File: src/rtl/qspi_seq_engine.sv
// Flash command sequencer: walks CMD/ADDR/DUMMY/DATA phases of one QSPI frame,
// feeding the bit shifter one request at a time and framing chip select.
module qspi_seq_engine #(
  parameter int LEN_W       = 8,
  parameter int DUMMY_W     = 5,
  parameter int CS_HOLD_CYC = 2
) (
  input  logic               clk_i,
  input  logic               rst_n_i,
  input  logic               start_i,
  input  logic [7:0]         cmd_i,
  input  logic [31:0]        addr_i,
  input  logic [2:0]         addr_bytes_i,
  input  logic [DUMMY_W-1:0] dummy_i,
  input  logic               dir_i,
  input  logic [LEN_W-1:0]   len_i,
  input  logic [1:0]         cmd_lanes_i,
  input  logic [1:0]         addr_lanes_i,
  input  logic [1:0]         data_lanes_i,
  input  logic [31:0]        wdata_i,
  input  logic               wdata_valid_i,
  output logic               wdata_ready_o,
  output logic [31:0]        rdata_o,
  output logic [2:0]         rdata_bytes_o,
  output logic               rdata_valid_o,
  output logic               shf_valid_o,
  input  logic               shf_ready_i,
  output logic [1:0]         shf_mode_o,
  output logic [31:0]        shf_data_o,
  output logic [5:0]         shf_bits_o,
  output logic [1:0]         shf_lanes_o,
  input  logic [31:0]        shf_rdata_i,
  input  logic               shf_rvalid_i,
  output logic               cs_n_o,
  output logic               busy_o,
  output logic               done_o
);

  localparam int HOLD_W = $clog2(CS_HOLD_CYC + 1);
  localparam logic [1:0] MODE_TX = 2'b00, MODE_RX = 2'b01, MODE_DUMMY = 2'b10;

  typedef enum logic [2:0] {
    S_IDLE, S_CMD, S_ADDR, S_DUMMY, S_WDATA, S_RDATA, S_HOLD, S_DONE
  } state_t;

  state_t state_q, state_d;
  state_t data_st, after_dummy, after_addr, after_cmd;

  logic [7:0]         cmd_q;
  logic [31:0]        addr_q;
  logic [2:0]         ab_q;
  logic [DUMMY_W-1:0] dummy_q;
  logic               dir_q;
  logic [LEN_W-1:0]   rem_q;
  logic [1:0]         cl_q, al_q, dl_q;
  logic               wait_q;
  logic [2:0]         cur_chunk_q;
  logic [HOLD_W-1:0]  hold_q;

  logic [2:0] chunk;
  logic       ab4, hs, xfer_done;

  function automatic logic [1:0] norm_lanes(input logic [1:0] l);
    return (l == 2'b11) ? 2'b00 : l;
  endfunction

  // Keeps the top n bytes of a left-aligned word; n=4 yields all ones.
  function automatic logic [31:0] byte_mask(input logic [2:0] n);
    logic [31:0] ones;
    ones = '1;
    return ~(ones >> {n, 3'b000});
  endfunction

  assign chunk     = (rem_q >= LEN_W'(4)) ? 3'd4 : rem_q[2:0];
  assign ab4       = (ab_q != 3'd3);
  assign hs        = shf_valid_o && shf_ready_i;
  // A transfer ends when the shifter goes idle again, or for RX when the data arrives.
  assign xfer_done = wait_q && ((state_q == S_RDATA) ? shf_rvalid_i : shf_ready_i);

  always_comb begin
    data_st     = dir_q ? S_RDATA : S_WDATA;
    after_dummy = (rem_q != '0) ? data_st : S_HOLD;
    after_addr  = (dummy_q != '0) ? S_DUMMY : after_dummy;
    after_cmd   = (ab_q != 3'd0) ? S_ADDR : after_addr;
  end

  always_ff @(posedge clk_i or negedge rst_n_i) begin
    if (!rst_n_i) state_q <= S_IDLE;
    else          state_q <= state_d;
  end

  always_comb begin
    state_d = state_q;
    case (state_q)
      S_IDLE:           if (start_i) state_d = S_CMD;
      S_CMD:            if (xfer_done) state_d = after_cmd;
      S_ADDR:           if (xfer_done) state_d = after_addr;
      S_DUMMY:          if (xfer_done) state_d = after_dummy;
      S_WDATA, S_RDATA: if (xfer_done && rem_q == '0) state_d = S_HOLD;
      S_HOLD:           if (hold_q == HOLD_W'(CS_HOLD_CYC - 1)) state_d = S_DONE;
      S_DONE:           state_d = S_IDLE;
      default:          state_d = S_IDLE;
    endcase
  end

  always_comb begin
    shf_valid_o   = 1'b0;
    shf_mode_o    = MODE_TX;
    shf_data_o    = '0;
    shf_bits_o    = '0;
    shf_lanes_o   = '0;
    wdata_ready_o = 1'b0;
    case (state_q)
      S_CMD: begin
        shf_valid_o = !wait_q;
        shf_data_o  = {cmd_q, 24'h0};
        shf_bits_o  = 6'd8;
        shf_lanes_o = norm_lanes(cl_q);
      end
      S_ADDR: begin
        shf_valid_o = !wait_q;
        shf_data_o  = ab4 ? addr_q : {addr_q[23:0], 8'h0};
        shf_bits_o  = ab4 ? 6'd32 : 6'd24;
        shf_lanes_o = norm_lanes(al_q);
      end
      S_DUMMY: begin
        shf_valid_o = !wait_q;
        shf_mode_o  = MODE_DUMMY;
        shf_bits_o  = 6'(dummy_q);
        shf_lanes_o = norm_lanes(dl_q);
      end
      S_WDATA: begin
        shf_valid_o   = !wait_q && wdata_valid_i;
        shf_data_o    = wdata_i & byte_mask(chunk);
        shf_bits_o    = {chunk, 3'b000};
        shf_lanes_o   = norm_lanes(dl_q);
        wdata_ready_o = !wait_q && wdata_valid_i && shf_ready_i;
      end
      S_RDATA: begin
        shf_valid_o = !wait_q;
        shf_mode_o  = MODE_RX;
        shf_bits_o  = {chunk, 3'b000};
        shf_lanes_o = norm_lanes(dl_q);
      end
      default: ;
    endcase
    cs_n_o = (state_q == S_IDLE) || (state_q == S_DONE);
    busy_o = (state_q != S_IDLE);
    done_o = (state_q == S_DONE);
  end

  always_ff @(posedge clk_i or negedge rst_n_i) begin
    if (!rst_n_i) begin
      cmd_q         <= '0;
      addr_q        <= '0;
      ab_q          <= '0;
      dummy_q       <= '0;
      dir_q         <= 1'b0;
      rem_q         <= '0;
      cl_q          <= '0;
      al_q          <= '0;
      dl_q          <= '0;
      wait_q        <= 1'b0;
      cur_chunk_q   <= '0;
      hold_q        <= '0;
      rdata_o       <= '0;
      rdata_bytes_o <= '0;
      rdata_valid_o <= 1'b0;
    end else begin
      rdata_valid_o <= 1'b0;
      if (state_q == S_IDLE && start_i) begin
        cmd_q   <= cmd_i;
        addr_q  <= addr_i;
        ab_q    <= addr_bytes_i;
        dummy_q <= dummy_i;
        dir_q   <= dir_i;
        rem_q   <= len_i;
        cl_q    <= cmd_lanes_i;
        al_q    <= addr_lanes_i;
        dl_q    <= data_lanes_i;
        wait_q  <= 1'b0;
      end
      if (hs) begin
        wait_q      <= 1'b1;
        cur_chunk_q <= chunk;
        if (state_q == S_WDATA || state_q == S_RDATA) rem_q <= rem_q - LEN_W'(chunk);
      end else if (xfer_done) begin
        wait_q <= 1'b0;
      end
      if (state_q == S_RDATA && xfer_done) begin
        rdata_valid_o <= 1'b1;
        rdata_o       <= shf_rdata_i & byte_mask(cur_chunk_q);
        rdata_bytes_o <= cur_chunk_q;
      end
      hold_q <= (state_q == S_HOLD) ? hold_q + HOLD_W'(1) : '0;
    end
  end

endmodule
File: config.mk
export PLATFORM = sky130hd
export DESIGN_NAME = qspi_seq_engine
export DESIGN_NICKNAME = d
export VERILOG_FILES = /design/src/rtl/qspi_seq_engine.sv
export SDC_FILE = /design/constraint.sdc
export NUM_CORES = 1
export LEC_CHECK = 0
export CORE_UTILIZATION = 44
export CTS_CLUSTER_DIAMETER = 200
export DETAILED_ROUTE_END_ITERATION = 8
export HOLD_SLACK_MARGIN = 0.02
export PLACE_DENSITY_LB_ADDON = 0.1
export SLEW_MARGIN = 20
export SYNTH_ARGS = -nofsm -noshare
export SYNTH_HDL_FRONTEND = slang
export SYNTH_SLANG_ARGS = --single-unit
export TNS_END_PERCENT = 100
File: constraint.sdc
create_clock -name clk_i -period 1.96 [get_ports clk_i]
set_input_delay 0.196 -clock clk_i [delete_from_list [all_inputs] [get_ports clk_i]]
set_output_delay 0.196 -clock clk_i [all_outputs]
set_load 0.02 [all_outputs]
==> results.py <==
metrics = {
    "cts": {
        "insertion_delay_ps": 350,
        "cts_htree_levels": 3,
        "clk_pin_slew_ps": 70,
        "cts_tree": "built",
        "clockRootBuffer": "clkbuf_16",
        "clk_path_buf_depth": 2,
        "clock-sinks": 108,
        "numCtsBuffers": 9,
    },
    "place": {
        "placed_cell_area_mm2": 0.007893,
        "dp_hpwl_mm": 11.82,
        "place.gp.congestion": 0.8755,
        "io_buffers": 215,
    },
    "logic_synthesis": {
        "syn_area_mm2": 0.005305,
        "synth_area_leaders": "dfrtp_1 51%, nand2_1 20%, o21ai_0 4.5%",
        "synth_top_area_share_pct": 50.94,
        "yosys_register_bits": 108,
        "syn_nets": 771,
        "avgSynthCellArea_um2": 8.341,
        "synthCells": 636,
        "synth_top_area_cell": "dfrtp_1",
        "yosysWarnings": 0,
        "ys_seq_area_share_pct": 50.94,
        "ys_types": 55,
    },
    "worst_setup_path": {
        "r2r_slack_ps": -30,
        "cp_max_fo": 5,
        "start_kind": "flip-flop",
        "path_class": "reg -> out",
        "reg2reg_to": "rem_q[2]$_DFF_PN0_",
        "r2r_start": "rem_q[7]$_DFF_PN0_",
        "critPathArrivalTime_ps": 1940,
        "reg2reg_depth": 11,
        "cp.required_ps": 1760,
        "critical_path.endpoint_type": "output pin",
    },
    "finish": {
        "drive_gt1_share_pct": 18.75,
        "syn_to_final_growth_pct": 61.08,
        "fillers": 876,
        "layout.nets": 1027,
        "utilization_pct": 73.89,
        "antenna_cells": 0,
        "stdcell_area_mm2": 0.008546,
    },
    "sta": {
        "setup_viol": 37,
        "slew_violations": 0,
        "period_needed_ps": 2141,
        "fmax_mhz": 467.1,
        "maxSlewHeadroom_pct": 65.23,
        "fin_skew_ps": 7.279,
        "grt_setup_unrepaired": "yes",
        "layout_setup_ws_ps": -180.9,
        "tightest_slew_ps": 514.3,
        "period_share_pct": 109.2,
        "hold_viol_final": 0,
    },
    "power": {
        "power_mw": 11.80,
        "sw_frac_of_total_pct": 40.12,
        "peakVddDrop_uv": 713.2,
        "power.share.clock_pct": 15.8,
        "p_comb_share_pct": 52.7,
        "intPower_mw": 7.066,
        "power.switching_mw": 4.733,
        "p_per_area_mw_per_mm2": 1381,
        "power_frac_seq_pct": 31.6,
        "leakagePower_nw": 4.166,
    },
    "routing": {
        "ant_nets": 0,
        "dr_total_vias": 5498,
        "dr.pass1.iters": 9,
        "drc": 18,
        "drt_iter0_drc": 465,
        "m1WireLength_mm": 6.992,
        "totalWireLength_mm": 16.57,
        "wl_met3_mm": 1.133,
        "routedWlPerCell_um": 15.95,
        "wl_met2_mm": 8.020,
        "top_layer_used": "met4",
        "drt-vias-per-instance": 5.292,
    },
    "outcome": {
        "outcome": "complete, but fails checks",
        "violations": "DRC, setup timing",
    },
    "floorplan": {
        "die_h_um": 111.8,
        "die-area_mm2": 0.01250,
        "num_io_pins": 216,
        "start_util_pct": 45.87,
        "chipWidth_um": 111.8,
        "rows": 39,
        "core_mm2": 0.01156,
    },
    "min_path": {
        "hp-class": "in -> async",
    },
    "global_route": {
        "antenna_found_initial": 0,
        "grtUsageTotal_pct": 27.03,
        "grt_pass1_wl_mm": 26.91,
        "grt_max_degree": 71,
        "grt_pass1_vias": 5613,
        "gr-total-overflow": 0,
    },
    "run": {
        "maxCapViolCount": 0,
    },
}
-- worst max-delay path by stage --
| stage | start | to | slack [ps] | depth (start not counted) |
|---|---|---|---|---|
| after detailed placement | rem_q[7]$_DFF_PN0_ | shf_data_o[15] | -260 | 6 |
| after CTS | state_q[1]$_DFFE_PN0P_ | shf_data_o[6] | -230 | 7 |
| final | state_q[0]$_DFFE_PN0P_ | shf_data_o[26] | -180 | 7 |
| after global placement | rem_q[7]$_DFF_PN0_ | shf_data_o[8] | -240 | 6 |
| after floorplan | state_q[0]$_DFFE_PN0P_ | shf_lanes_o[0] | 60 | 5 |
| after global routing | rem_q[7]$_DFF_PN0_ | shf_data_o[14] | -290 | 6 |
-- routing by layer --
layer  vias up  GRT usage, %
met2       203         45.26
li1       2648             -
met3        34         5.716
met5         -             0
met4         0         10.99
met1      2613         34.08
-- flip-flops by register name, summed over array words and instances, names as in the netlist --
register / count
al_q: 2
state_q: 3
dummy_q: 5
rdata_valid_o: 1
cl_q: 2
rem_q: 8
rdata_o: 32
dir_q: 1
rdata_bytes_o: 3
wait_q: 1
dl_q: 2
addr_q: 32
ab_q: 3
hold_q: 2
cur_chunk_q: 3
cmd_q: 8
-- Yosys cell counts, drive strengths merged --
| cell | count |
|---|---|
| nor4b | 1 |
| buf | 25 |
| a222oi | 16 |
| or2 | 2 |
| nor2 | 16 |
| o21bai | 1 |
| a21boi | 1 |
| nor2b | 3 |
| a32oi | 1 |
| and2 | 7 |
| and3b | 1 |
| o221a | 1 |
| nor3 | 11 |
| a21oi | 5 |
| or4 | 2 |
| inv | 20 |
| nor4 | 3 |
| nand3 | 2 |
| mux2 | 2 |
| o22ai | 4 |
| o211ai | 1 |
| ha | 2 |
| nand4 | 1 |
| o311ai | 2 |
| a22o | 11 |
| o21ba | 1 |
| a221o | 2 |
| a211oi | 2 |
| and3 | 1 |
| nand2 | 283 |
| a21o | 5 |
| dfrtp | 108 |
| nand3b | 5 |
| a211o | 1 |
| o41ai | 2 |
| o21ai | 49 |
| clkbuf | 15 |
| or3 | 3 |
| a31oi | 3 |
| a2bb2oi | 1 |
| mux2i | 4 |
| a22oi | 9 |
| conb | 1 |
-- per-stage QoR --
stage	TNS, ps	hold WS (ps)	setup WS [ps]	std cells
3_5_place_dp	-7473	160.1	-263.4	1006
4_1_cts	-5235	333.0	-232.5	1035
5_1_grt	-8135	349.8	-289.0	1039
2_1_floorplan	0	-99.59	58.27	636
6_report	-4234	318.4	-180.9	1039
3_3_place_gp	-6672	155.1	-235.2	1006
-- timing repair --
item | CTS | global route
cloned | 0 | 1
setup endpoints to repair | 50 | 45
hold buffers | 1 | 0
setup buffers | 13 | 4
endpoints found under the hold margin | 31 | 0
pin swaps | 24 | 21
resized for setup | 243 | 45
-- power groups by stage --
stage / clock, mW / sequential (mW) / combinational (mW)
2_1_floorplan: 0 / 3.73 / 2.97
3_3_place_gp: 0 / 3.67 / 5.61
3_5_place_dp: 0 / 3.70 / 5.73
4_1_cts: 1.89 / 3.68 / 5.97
5_1_grt: 1.99 / 3.83 / 6.73
6_report: 1.86 / 3.72 / 6.21
-- layout make-up --
type                       instances  area, um2  area share (%)
timing repair buffer             285       2773           32.45
multi-input combinational        468       2512           29.40
inverter                          20      75.07          0.8785
sequential                       108       2704           31.64
tap                              143      178.9           2.094
clock inverter                     3      46.29          0.5417
clock buffer                      12      256.5           3.001
-- worst max-delay path, cell delays in order (launching register included) --
cell and delay [ps]:
dfrtp_2 440, inv_2 80, buf_6 120, nor3_4 50, clkdlybuf4s15_2 240, a222oi_1 380
nand2_1 130, buf_6 150
-- cells by family after synthesis --
group,share of synthesized area [%]
AOI/OAI and AO/OA,15.64
and+or+nand+nor,26.79
other,0.07069
DFF,50.94
buffers and inverters,4.905
adders and majority gates,0.4716
muxes,1.179
-- cells in the final DEF, fill, tap and decap left out, types with 3 or more instances in the layout --
cell type	Yosys	layout
a21o_1	3	3
a21oi_1	4	4
a222oi_1	16	16
a22o_1	11	11
a22oi_1	9	5
a22oi_2	0	4
a31oi_1	3	3
and2_1	7	3
and2_4	0	3
buf_12	0	4
buf_2	19	6
buf_4	1	54
buf_6	1	44
clkbuf_16	0	9
clkdlybuf4s50_1	0	167
dfrtp_1	108	107
dlygate4sd2_1	0	6
inv_1	19	18
mux2i_1	4	4
nand2_1	282	278
nand2_2	1	3
nand3b_1	5	5
nor2_1	16	11
nor2_2	0	3
nor3_1	10	5
nor3_2	1	4
o21ai_0	48	48
o22ai_1	4	4
or3_1	3	3
(Power assumes the default switching activity.)
